==> config.mk <==
export PLATFORM = sky130hd
export DESIGN_NAME = mdu_iter_flat
export DESIGN_NICKNAME = d
export VERILOG_FILES = /design/src/rtl/mdu_iter_pkg.sv /design/src/rtl/mdu_iter_if.sv /design/src/rtl/mdu_sign_fix.sv /design/src/rtl/mdu_iter.sv /design/src/flat_wrapper.sv
export SDC_FILE = /design/constraint.sdc
export NUM_CORES = 1
export LEC_CHECK = 0
export CAP_MARGIN = 15
export CORE_ASPECT_RATIO = 1.1
export CORE_MARGIN = 10
export CORE_UTILIZATION = 50
export CTS_CLUSTER_SIZE = 40
export DETAILED_ROUTE_END_ITERATION = 10
export PLACE_DENSITY = 0.72
export SLEW_MARGIN = 20
export SYNTH_ARGS = -nofsm -noshare
export SYNTH_HDL_FRONTEND = slang
export SYNTH_SLANG_ARGS = --single-unit
==> constraint.sdc <==
create_clock -name clk -period 6.2 [get_ports clk]
set_input_delay 1.86 -clock clk [delete_from_list [all_inputs] [get_ports clk]]
set_output_delay 1.86 -clock clk [all_outputs]
set_load 0.05 [all_outputs]
==> src/rtl/mdu_iter_pkg.sv <==
// mdu_iter shared definitions: op codes, FSM state encodings, op helpers.
// Optional build macro: MDU_FAST_MULT_EN (single-pass multiply).
package mdu_iter_pkg;

  localparam logic [2:0] MDU_MULT  = 3'd0;
  localparam logic [2:0] MDU_MULTU = 3'd1;
  localparam logic [2:0] MDU_DIV   = 3'd2;
  localparam logic [2:0] MDU_DIVU  = 3'd3;
  localparam logic [2:0] MDU_MTHI  = 3'd4;
  localparam logic [2:0] MDU_MTLO  = 3'd5;

  localparam logic [1:0] MDU_IDLE = 2'd0;
  localparam logic [1:0] MDU_RUN  = 2'd1;
  localparam logic [1:0] MDU_FIX  = 2'd2;
  localparam logic [1:0] MDU_DONE = 2'd3;

  function automatic logic op_is_mul(input logic [2:0] op);
    return (op == MDU_MULT) || (op == MDU_MULTU);
  endfunction

  function automatic logic op_is_signed(input logic [2:0] op);
    return (op == MDU_MULT) || (op == MDU_DIV);
  endfunction

endpackage

==> src/rtl/mdu_iter_if.sv <==
// mdu_iter control/data bundle between the control unit and the MDU.
// master = control unit side, slave = MDU side.
interface mdu_iter_if #(
  parameter int WIDTH = 32
);
  logic             start;
  logic [2:0]       op;
  logic [WIDTH-1:0] a;
  logic [WIDTH-1:0] b;
  logic             busy;
  logic             done;
  logic [WIDTH-1:0] hi;
  logic [WIDTH-1:0] lo;

  modport master (
    output start, op, a, b,
    input  busy, done, hi, lo
  );

  modport slave (
    input  start, op, a, b,
    output busy, done, hi, lo
  );
endinterface

==> src/rtl/mdu_sign_fix.sv <==
// mdu_sign_fix: conditional two's-complement of a multiply or divide result.
// Multiply negates the full {hi,lo}; divide negates lo and hi independently.
module mdu_sign_fix #(
  parameter int WIDTH = 32
) (
  input  logic             is_mul_i,
  input  logic             neg_q_i,
  input  logic             neg_r_i,
  input  logic [WIDTH-1:0] hi_i,
  input  logic [WIDTH-1:0] lo_i,
  output logic [WIDTH-1:0] hi_o,
  output logic [WIDTH-1:0] lo_o
);

  logic [2*WIDTH-1:0] prod;
  logic [2*WIDTH-1:0] prod_n;
  logic [WIDTH-1:0]   lo_n;
  logic [WIDTH-1:0]   hi_n;

  assign prod   = {hi_i, lo_i};
  assign prod_n = -prod;
  assign lo_n   = -lo_i;
  assign hi_n   = -hi_i;

  // select negated or plain halves by op kind
  always_comb begin
    hi_o = hi_i;
    lo_o = lo_i;
    if (is_mul_i) begin
      if (neg_q_i) begin
        {hi_o, lo_o} = prod_n;
      end
    end else begin
      if (neg_q_i) lo_o = lo_n;
      if (neg_r_i) hi_o = hi_n;
    end
  end

endmodule

==> src/rtl/mdu_iter.sv <==
// mdu_iter: iterative multiply/divide unit owning HI/LO.
// `define MDU_FAST_MULT_EN makes MULT/MULTU skip the RUN iterations.
module mdu_iter
  import mdu_iter_pkg::*;
#(
  parameter int WIDTH = 32
) (
  input logic      clk,
  input logic      rst,
  mdu_iter_if.slave bus
);

  localparam int CW = (WIDTH > 1) ? $clog2(WIDTH) : 1;

  logic [1:0]         state_q, state_d;
  logic [CW-1:0]      cnt_q, cnt_d;
  logic [2*WIDTH-1:0] acc_q, acc_d;
  logic [WIDTH-1:0]   rem_q, rem_d;
  logic [WIDTH-1:0]   opnd_q, opnd_d;
  logic [WIDTH-1:0]   araw_q, araw_d;
  logic [WIDTH-1:0]   hi_q, hi_d;
  logic [WIDTH-1:0]   lo_q, lo_d;
  logic [WIDTH-1:0]   rhi_q, rhi_d;
  logic [WIDTH-1:0]   rlo_q, rlo_d;
  logic               mul_q, mul_d;
  logic               negq_q, negq_d;
  logic               negr_q, negr_d;
  logic               dz_q, dz_d;
  logic               busy_q, busy_d;
  logic               done_q, done_d;

  logic               sgn;
  logic [WIDTH-1:0]   abs_a, abs_b;
  logic [WIDTH:0]     msum;
  logic [WIDTH:0]     shifted;
  logic [WIDTH:0]     trial;
  logic [2*WIDTH-1:0] raw;
  logic [WIDTH-1:0]   fix_hi, fix_lo;

  assign sgn   = op_is_signed(bus.op);
  assign abs_a = (sgn && bus.a[WIDTH-1]) ? -bus.a : bus.a;
  assign abs_b = (sgn && bus.b[WIDTH-1]) ? -bus.b : bus.b;

  // shift-add step: add multiplicand into the upper half on a set LSB
  assign msum = {1'b0, acc_q[2*WIDTH-1:WIDTH]}
              + {1'b0, (acc_q[0] ? opnd_q : {WIDTH{1'b0}})};

  // restoring step: trial subtract of divisor from shifted remainder
  assign shifted = {rem_q, acc_q[WIDTH-1]};
  assign trial   = shifted - {1'b0, opnd_q};

  // unsigned magnitude result fed to the sign corrector
  always_comb begin
    raw = mul_q ? acc_q : {rem_q, acc_q[WIDTH-1:0]};
`ifdef MDU_FAST_MULT_EN
    if (mul_q) begin
      raw = {{WIDTH{1'b0}}, opnd_q} * {{WIDTH{1'b0}}, acc_q[WIDTH-1:0]};
    end
`endif
  end

  mdu_sign_fix #(
    .WIDTH(WIDTH)
  ) u_fix (
    .is_mul_i(mul_q),
    .neg_q_i (negq_q),
    .neg_r_i (negr_q),
    .hi_i    (raw[2*WIDTH-1:WIDTH]),
    .lo_i    (raw[WIDTH-1:0]),
    .hi_o    (fix_hi),
    .lo_o    (fix_lo)
  );

  // next-state logic for the FSM and datapath
  always_comb begin
    state_d = state_q;
    cnt_d   = cnt_q;
    acc_d   = acc_q;
    rem_d   = rem_q;
    opnd_d  = opnd_q;
    araw_d  = araw_q;
    hi_d    = hi_q;
    lo_d    = lo_q;
    rhi_d   = rhi_q;
    rlo_d   = rlo_q;
    mul_d   = mul_q;
    negq_d  = negq_q;
    negr_d  = negr_q;
    dz_d    = dz_q;
    busy_d  = busy_q && !done_q;
    done_d  = 1'b0;
    unique case (state_q)
      MDU_IDLE: begin
        if (bus.start && !busy_q) begin
          unique case (bus.op)
            MDU_MTHI: hi_d = bus.a;
            MDU_MTLO: lo_d = bus.a;
            MDU_MULT, MDU_MULTU,
            MDU_DIV, MDU_DIVU: begin
              mul_d  = op_is_mul(bus.op);
              opnd_d = mul_d ? abs_a : abs_b;
              acc_d  = {{WIDTH{1'b0}}, (mul_d ? abs_b : abs_a)};
              rem_d  = '0;
              araw_d = bus.a;
              cnt_d  = CW'(WIDTH - 1);
              negq_d = sgn && (bus.a[WIDTH-1] ^ bus.b[WIDTH-1]);
              negr_d = (bus.op == MDU_DIV) && bus.a[WIDTH-1];
              dz_d   = !mul_d && (bus.b == '0);
              busy_d = 1'b1;
              state_d = MDU_RUN;
`ifdef MDU_FAST_MULT_EN
              if (mul_d) state_d = MDU_FIX;
`endif
            end
            default: ;
          endcase
        end
      end
      MDU_RUN: begin
        if (mul_q) begin
          acc_d = {msum, acc_q[WIDTH-1:1]};
        end else begin
          rem_d = trial[WIDTH] ? shifted[WIDTH-1:0] : trial[WIDTH-1:0];
          acc_d = {acc_q[2*WIDTH-1:WIDTH],
                   acc_q[WIDTH-2:0], ~trial[WIDTH]};
        end
        if (cnt_q == '0) begin
          state_d = MDU_FIX;
        end else begin
          cnt_d = cnt_q - 1'b1;
        end
      end
      MDU_FIX: begin
        rhi_d   = dz_q ? araw_q : fix_hi;
        rlo_d   = dz_q ? {WIDTH{1'b1}} : fix_lo;
        state_d = MDU_DONE;
      end
      MDU_DONE: begin
        hi_d    = rhi_q;
        lo_d    = rlo_q;
        done_d  = 1'b1;
        state_d = MDU_IDLE;
`ifdef MDU_FAST_MULT_EN
        if (mul_q) busy_d = 1'b0;
`endif
      end
      default: state_d = MDU_IDLE;
    endcase
  end

  // state registers with synchronous active-low reset
  always_ff @(posedge clk) begin
    if (!rst) begin
      state_q <= MDU_IDLE;
      cnt_q   <= '0;
      acc_q   <= '0;
      rem_q   <= '0;
      opnd_q  <= '0;
      araw_q  <= '0;
      hi_q    <= '0;
      lo_q    <= '0;
      rhi_q   <= '0;
      rlo_q   <= '0;
      mul_q   <= 1'b0;
      negq_q  <= 1'b0;
      negr_q  <= 1'b0;
      dz_q    <= 1'b0;
      busy_q  <= 1'b0;
      done_q  <= 1'b0;
    end else begin
      state_q <= state_d;
      cnt_q   <= cnt_d;
      acc_q   <= acc_d;
      rem_q   <= rem_d;
      opnd_q  <= opnd_d;
      araw_q  <= araw_d;
      hi_q    <= hi_d;
      lo_q    <= lo_d;
      rhi_q   <= rhi_d;
      rlo_q   <= rlo_d;
      mul_q   <= mul_d;
      negq_q  <= negq_d;
      negr_q  <= negr_d;
      dz_q    <= dz_d;
      busy_q  <= busy_d;
      done_q  <= done_d;
    end
  end

  assign bus.busy = busy_q;
  assign bus.done = done_q;
  assign bus.hi   = hi_q;
  assign bus.lo   = lo_q;

endmodule

==> src/flat_wrapper.sv <==
// flat-port wrapper written by rule: the top's interface ports become plain ports
module mdu_iter_flat import mdu_iter_pkg::*;
#(
  parameter int WIDTH = 32
)
  (clk, rst, bus_start, bus_op, bus_a, bus_b, bus_busy, bus_done, bus_hi, bus_lo);
  mdu_iter_if #(.WIDTH(WIDTH)) bus_i ();
  input logic clk;
  input logic rst;
  input wire logic [$bits(bus_i.start)-1:0] bus_start;
  input wire logic [$bits(bus_i.op)-1:0] bus_op;
  input wire logic [$bits(bus_i.a)-1:0] bus_a;
  input wire logic [$bits(bus_i.b)-1:0] bus_b;
  output wire logic [$bits(bus_i.busy)-1:0] bus_busy;
  output wire logic [$bits(bus_i.done)-1:0] bus_done;
  output wire logic [$bits(bus_i.hi)-1:0] bus_hi;
  output wire logic [$bits(bus_i.lo)-1:0] bus_lo;
  assign bus_i.start = bus_start;
  assign bus_i.op = bus_op;
  assign bus_i.a = bus_a;
  assign bus_i.b = bus_b;
  assign bus_busy = bus_i.busy;
  assign bus_done = bus_i.done;
  assign bus_hi = bus_i.hi;
  assign bus_lo = bus_i.lo;
  mdu_iter #(.WIDTH(WIDTH)) u_core (.clk(clk), .rst(rst), .bus(bus_i));
endmodule
==> results of run 1 <==
## state kept, by name (all words and copies together) (netlist names)
signal and count:
u_core.opnd_q 32, u_core.state_q 2, u_core.rlo_q 32, u_core.bus.done 1, u_core.bus.lo 32, u_core.bus.busy 1, u_core.cnt_q 5, u_core.acc_q 64
u_core.rhi_q 32, u_core.araw_q 32, u_core.negr_q 1, u_core.mul_q 1, u_core.rem_q 32, u_core.dz_q 1, u_core.negq_q 1, u_core.bus.hi 32
## cells by family after synthesis
family          count (synthesis)  share of synthesized area
fa+ha+maj                      76                     0.0484
simple gates                  804                      0.187
buf+inv                       249                     0.0499
xor+xnor                      175                     0.0768
flops                         301                      0.302
compound gates                830                      0.279
mux                           110                     0.0563
## layout make-up
cell class                 instances  area, µm²  area share
clock buffer                      52       1040      0.0461
clock inverter                    11       72.6     0.00321
inverter                          70        263      0.0116
multi-input combinational       1995      13000       0.575
sequential                       301       6030       0.267
tap                              507        634      0.0281
timing repair buffer             162       1560      0.0692
## layer usage
layer / track usage / share of wire / vias up
met1: 0.382 / 0.43 / 9258
met2: 0.430 / 0.44 / 863
met5: 0 / 0.00018 / -
met4: 0.123 / 0.045 / 2
met3: 0.0516 / 0.086 / 144
li1: - / - / 9149
## power by group
part / switching, W / total [W] / internal, W / leakage (nW)
sequential: 0.000369 / 0.00259 / 0.00222 / 2.45
combinational: 0.00207 / 0.00323 / 0.00117 / 6.28
clock: 0.000866 / 0.00203 / 0.00117 / 0.553
total: 0.00330 / 0.00786 / 0.00456 / 9.27
## through the flow
step                total power [W]  hold slack (ps)
floorplan                   0.00481              434
finish                      0.00786              461
CTS                         0.00780              463
global route                0.00823              481
detailed placement          0.00577              455
global placement            0.00572              448
## worst max-delay path: stages
cell             delay, ps
clkdlybuf4s50_1        550
nor4_1                 640
nand3b_1               350
o41ai_4                800
nand2_1                190
xor2_1                 210
mux2_2                 290
o211ai_1               170
a21boi_1                90
## cell usage after synthesis (all sizes together) (33+ instances only)
| cell | number |
|---|---|
| a21boi | 65 |
| a21oi | 232 |
| buf | 44 |
| clkbuf | 135 |
| dfxtp | 301 |
| ha | 74 |
| inv | 70 |
| mux2i | 93 |
| nand2 | 373 |
| nand3 | 39 |
| nor2 | 139 |
| nor2b | 77 |
| nor3 | 52 |
| o211a | 88 |
| o211ai | 52 |
| o21ai | 178 |
| o31ai | 33 |
| xnor2 | 88 |
| xor2 | 87 |
## worst min-delay path by stage
| stage | start | end | slack [ps] | cells past startpoint |
|---|---|---|---|---|
| finish | u_core.opnd_q[30]$_SDFFE_PN0P_ | u_core.opnd_q[30]$_SDFFE_PN0P_ | 460 | 2 |
| global route | u_core.araw_q[6]$_SDFFE_PN0P_ | u_core.araw_q[6]$_SDFFE_PN0P_ | 480 | 2 |
| CTS | u_core.opnd_q[30]$_SDFFE_PN0P_ | u_core.opnd_q[30]$_SDFFE_PN0P_ | 460 | 2 |
| detailed placement | u_core.opnd_q[30]$_SDFFE_PN0P_ | u_core.opnd_q[30]$_SDFFE_PN0P_ | 450 | 2 |
| global placement | u_core.araw_q[27]$_SDFFE_PN0P_ | u_core.araw_q[27]$_SDFFE_PN0P_ | 450 | 2 |
| floorplan | u_core.opnd_q[30]$_SDFFE_PN0P_ | u_core.opnd_q[30]$_SDFFE_PN0P_ | 430 | 2 |
==> run_results.csv, run 1 <==
group,metric,value,unit
synth,avgSynthCellArea,7.84,µm²
placed_design,place_congestion,0.966,
clock_network,cts_tree,"built",
sta,max_slew_margin,0.273,
clock_network,cts_made_buffers,35,
outcome,status,"finished, final reports clean",
floorplanning,ios,136,
synth,yosysWarnings,0,
final_layout,fin_area,22600,µm²
clock_network,htree_num_levels,2,
final_layout,nFillCells,3653,
critical_path,startpoint,"bus_a[2]",
power,powerDensity,348,nW/µm²
placed_design,portBuffers,135,
sta,slew_violations,0,
synth,synth_largest_area_cell,"dfxtp_1",
floorplanning,start_util,0.508,
critical_path,r2r_start,"u_core.acc_q[31]$_SDFFE_PN0P_",
hold_path,hp-class,"reg -> reg",
final_layout,n_antenna_cell,0,
synth,synthCells,2545,
global_routing,antenna_found_initial,2,
sta,worst_pin_slew,1090,ps
clock_network,cts_setup_buffers,0,
critical_path,cp-end-kind,"register",
sta,fin_ws,1460,ps
floorplanning,coreArea,39300,µm²
synth,synthDistinctLibCells,85,
routing,vias,19416,
routing,drt-initial-drc-count,2113,
critical_path,worst_r2r_endpoint,"u_core.rem_q[13]$_SDFFE_PN0P_",
synth,syn-cell-area,20000,µm²
global_routing,grt_first_pass_wirelength,108,mm
flow_run,max-cap-violations,0,
synth,synth.top_cell.area_share,0.302,
placed_design,hpwl,53.4,mm
critical_path,required,6620,ps
sta,grt_setup_unrepaired,"no",
placed_design,dp_slack,1040,ps
sta,max_freq,0.211,GHz
sta,tns,0,ps
routing,vias_per_cell,6.27,
global_routing,grt_pass1_vias,17898,
synth,ys_ff_latch,301,
final_layout,final_util,0.575,
global_routing,grt_overflow_total,0,
floorplanning,die_h,230,µm
final_layout,area_growth,13.2,%
final_layout,final_cells,3098,
sta,finalCriticalPeriod,4740,ps
routing,drtAntennaViolNets,0,
synth,syn_nets,2691,
sta,finalHoldViolCount,0,
clock_network,cts-root-buf,"clkbuf_16",
critical_path,ff2ff_path_depth,14,
power,power.leakage,9.27,nW
final_layout,final_cell_mix,"nand2_1, dfxtp_1, a21oi_1",
routing,drt-total-wl,71.1,mm
placed_design,place_area,21500,µm²
global_routing,grt_max_degree,160,
placed_design,dp_cells,3035,
routing,remaining_drc_errors,0,
critical_path,cp_data_arrival_time,5150,ps
sta,finalSetupViolations,0,
synth,synthTopCellsByArea,"dfxtp_1, nand2_1, a21oi_1, mux2i_1, ha_1",
clock_network,insertion_delay,540,ps
sta,fin_skew,16.2,ps
floorplanning,num_rows,76,
sta,post-route-period-util,0.764,
clock_network,clkTransAtPathRegs,60,ps
synth,synthFlopType,"dfxtp_1",
critical_path,ff2ff_setup_slack,1510,ps
routing,drtPass1Iterations,6,
final_layout,fin_nets,2711,
routing,wl_per_cell,23.0,µm
floorplanning,die_x,210,µm
critical_path,crit_end,"u_core.acc_q[26]$_SDFFE_PN0P_",
final_layout,final_common_cell,"nand2_1",
synth,yosysSeqAreaShare,0.302,
power,irDropWorstVdd,0.000209,V
critical_path,cp-start-kind,"input pin",
clock_network,cts-hold-fix-buffers,0,
critical_path,worstSetupPathType,"in -> reg",
synth,ys_async_sr_fraction,0,
global_routing,globalRouteTotalUtil,0.283,
synth,synth-edff-count,0,
final_layout,drive_gt1_frac,0.0563,
clock_network,cts_sinks,301,
critical_path,critPathMaxFanout,7,
floorplanning,die-area,48300,µm²
clock_network,cts_resized,0,
clock_network,clock_path_buffers,3,
Note: power is estimated with default switching activity, not from simulation.
==> run 2, diff against run 1 <==
--- a/config.mk
+++ b/config.mk
@@ -11,7 +11,7 @@
 export CORE_UTILIZATION = 50
 export CTS_CLUSTER_SIZE = 40
 export DETAILED_ROUTE_END_ITERATION = 10
-export PLACE_DENSITY = 0.72
+export PLACE_DENSITY = 0.75
 export SLEW_MARGIN = 20
 export SYNTH_ARGS = -nofsm -noshare
 export SYNTH_HDL_FRONTEND = slang
==> constraint.sdc (replaced) <==
create_clock -name clk -period 4 [get_ports clk]
set_input_delay 1.2 -clock clk [delete_from_list [all_inputs] [get_ports clk]]
set_output_delay 1.2 -clock clk [all_outputs]
set_load 0.05 [all_outputs]
==> run 2 against run 1 <==
Effect of this change:
- worst hold slack lost 8.0 ps
- total power is 58% higher
- combinational power grew 65%
- cell count grew 2.7%
- routed wire length rose by 0.78%
- die area is the same
- register-to-register slack worse by 1300 ps
- utilization is 1.9 points higher
- global-route usage is essentially flat
- flip-flop and latch count unchanged
==> run_results.csv, run 2 (synthesis gave the netlist of run 1 again) <==
group,metric,value,unit
final_layout,drive_gt1_frac,0.0841,
placed_design,place_congestion,1.02,
final_layout,area_growth,16.9,%
clock_network,cts-root-buf,"clkbuf_16",
global_routing,antenna_found_initial,0,
final_layout,largest_reg_flops,64,
sta,grt_setup_unrepaired,"no",
critical_path,path_cells,"inv_1 > ha_1 > inv_1 > fa_1 > a211oi_1 > o21a_1 > or3_1 > a211o_1 > nand3_2 > a2111o_1 > o211ai_4 > buf_12 > mux2i_1 > o21ai_1",
final_layout,final_cell_mix,"nand2_1, dfxtp_1, a21oi_1",
clock_network,htree_num_levels,2,
clock_network,cts-hold-fix-buffers,0,
critical_path,cp-start-kind,"register",
routing,vias_per_cell,6.24,
final_layout,top_register,"u_core.acc_q",
routing,drt-initial-drc-count,2172,
power,power.leakage,9.68,nW
sta,finalCriticalPeriod,3810,ps
final_layout,n_antenna_cell,0,
final_layout,nFillCells,3603,
sta,max_slew_margin,0.304,
clock_network,insertion_delay,550,ps
power,irDropWorstVdd,0.000337,V
floorplanning,num_rows,76,
floorplanning,die-area,48300,µm²
final_layout,fin_nets,2796,
floorplanning,die_h,230,µm
critical_path,required,4420,ps
final_layout,final_common_cell,"nand2_1",
placed_design,portBuffers,135,
power,powerDensity,532,nW/µm²
clock_network,cts_setup_buffers,0,
clock_network,cts_resized,0,
critical_path,crit_top_cell,"inv_1",
final_layout,area.sequential,6030,µm²
sta,finalHoldViolCount,0,
clock_network,cts_sinks,301,
global_routing,grt_pass1_vias,18187,
placed_design,place_area,22200,µm²
sta,post-route-period-util,0.951,
power,p_total,0.0124,W
routing,drtAntennaViolNets,0,
power,p_clk_frac,0.253,
critical_path,critPathMaxFanout,27,
routing,vias,19865,
sta,worst_pin_slew,1040,ps
floorplanning,start_util,0.508,
floorplanning,die_x,210,µm
sta,slew_violations,0,
routing,drtPass1Iterations,6,
placed_design,hpwl,54.4,mm
routing,remaining_drc_errors,0,
final_layout,multi_input_area,13000,µm²
critical_path,cp-end-kind,"register",
routing,drt-total-wl,71.7,mm
routing,wl_per_cell,22.5,µm
clock_network,clock_path_buffers,3,
sta,tns,0,ps
critical_path,cp_data_arrival_time,4230,ps
critical_path,cp_top_family,"compound AO/OA/AOI/OAI gates",
floorplanning,coreArea,39300,µm²
power,power.switching,0.00516,W
sta,finalSetupViolations,0,
critical_path,worstSetupPathType,"reg -> reg",
clock_network,cts_made_buffers,35,
final_layout,fin_area,23300,µm²
power,seqPwrFrac,0.317,
power,p_int,0.00725,W
critical_path,path_buf_inv,3,
critical_path,crit_slowest_cell,"a2111o_1",
flow_run,max-cap-violations,0,
power,power_frac_comb,0.431,
sta,max_freq,0.263,GHz
sta,fin_skew,14.3,ps
global_routing,globalRouteTotalUtil,0.283,
power,sw_frac_of_total,0.416,
critical_path,critPathMaxStageDelay,490,ps
sta,timing.hold.ws,453,ps
hold_path,hp-class,"reg -> reg",
floorplanning,ios,136,
final_layout,final_cells,3181,
global_routing,grt_overflow_total,0,
clock_network,cts_tree,"built",
clock_network,clkTransAtPathRegs,60,ps
outcome,status,"finished, final reports clean",
global_routing,grt_max_degree,99,
placed_design,dp_cells,3120,
global_routing,grt_first_pass_wirelength,108,mm
[run 2: cell count changes in the layout (fill, tap and decap cells not counted), moves of 2 or more]
cell	before	now
inv_16	0	2
buf_4	26	101
clkbuf_1	8	10
clkinvlp_4	1	3
buf_12	1	11
clkinv_2	8	2
[run 2: path summary, 6_finish.rpt]
check / from / to / slack, ps / depth (start not counted)
worst max register to register: u_core.acc_q[31]$_SDFFE_PN0P_ / u_core.rem_q[6]$_SDFFE_PN0P_ / 190 / 14
worst min-delay path: u_core.opnd_q[30]$_SDFFE_PN0P_ / u_core.opnd_q[30]$_SDFFE_PN0P_ / 450 / 2
worst max-delay path: u_core.acc_q[31]$_SDFFE_PN0P_ / u_core.rem_q[6]$_SDFFE_PN0P_ / 190 / 14
worst min register to register: u_core.opnd_q[30]$_SDFFE_PN0P_ / u_core.opnd_q[30]$_SDFFE_PN0P_ / 450 / 2
[run 2: final cells by class]
| cell class | instances | area share |
|---|---|---|
| Tap cell | 507 | 0.0272 |
| Sequential cell | 301 | 0.259 |
| Inverter | 70 | 0.0113 |
| Clock inverter | 9 | 0.00386 |
| Multi-Input combinational cell | 1995 | 0.556 |
| Clock buffer | 52 | 0.0433 |
| Timing Repair Buffer | 247 | 0.0997 |
[run 2: power by group through the flow]
| stage | Sequential [W] | Combinational, W | Clock [W] |
|---|---|---|---|
| 6_report | 0.00393 | 0.00534 | 0.00313 |
| 2_1_floorplan | 0.00397 | 0.00350 | 0 |
| 4_1_cts | 0.00390 | 0.00524 | 0.00317 |
| 3_3_place_gp | 0.00395 | 0.00514 | 0 |
| 5_1_grt | 0.00397 | 0.00574 | 0.00329 |
| 3_5_place_dp | 0.00396 | 0.00522 | 0 |
[run 2: layer usage]
| layer | GRT usage | share of wire |
|---|---|---|
| met5 | 0 | 0 |
| met4 | 0.0938 | 0.032 |
| met3 | 0.0452 | 0.087 |
| met2 | 0.446 | 0.45 |
| met1 | 0.385 | 0.43 |
[run 2: tightest hold or removal path, cell delays in order, from the launching register on]
cell	delay, ps
dfxtp_1	310
nand3_1	60
nand2_1	40
[run 2: per-stage QoR]
step            util  setup slack [ps]
6_report       0.594               195
5_1_grt        0.594              58.4
4_1_cts        0.594               265
3_5_place_dp   0.566             -68.2
3_3_place_gp   0.566             -81.8
2_1_floorplan      -               296
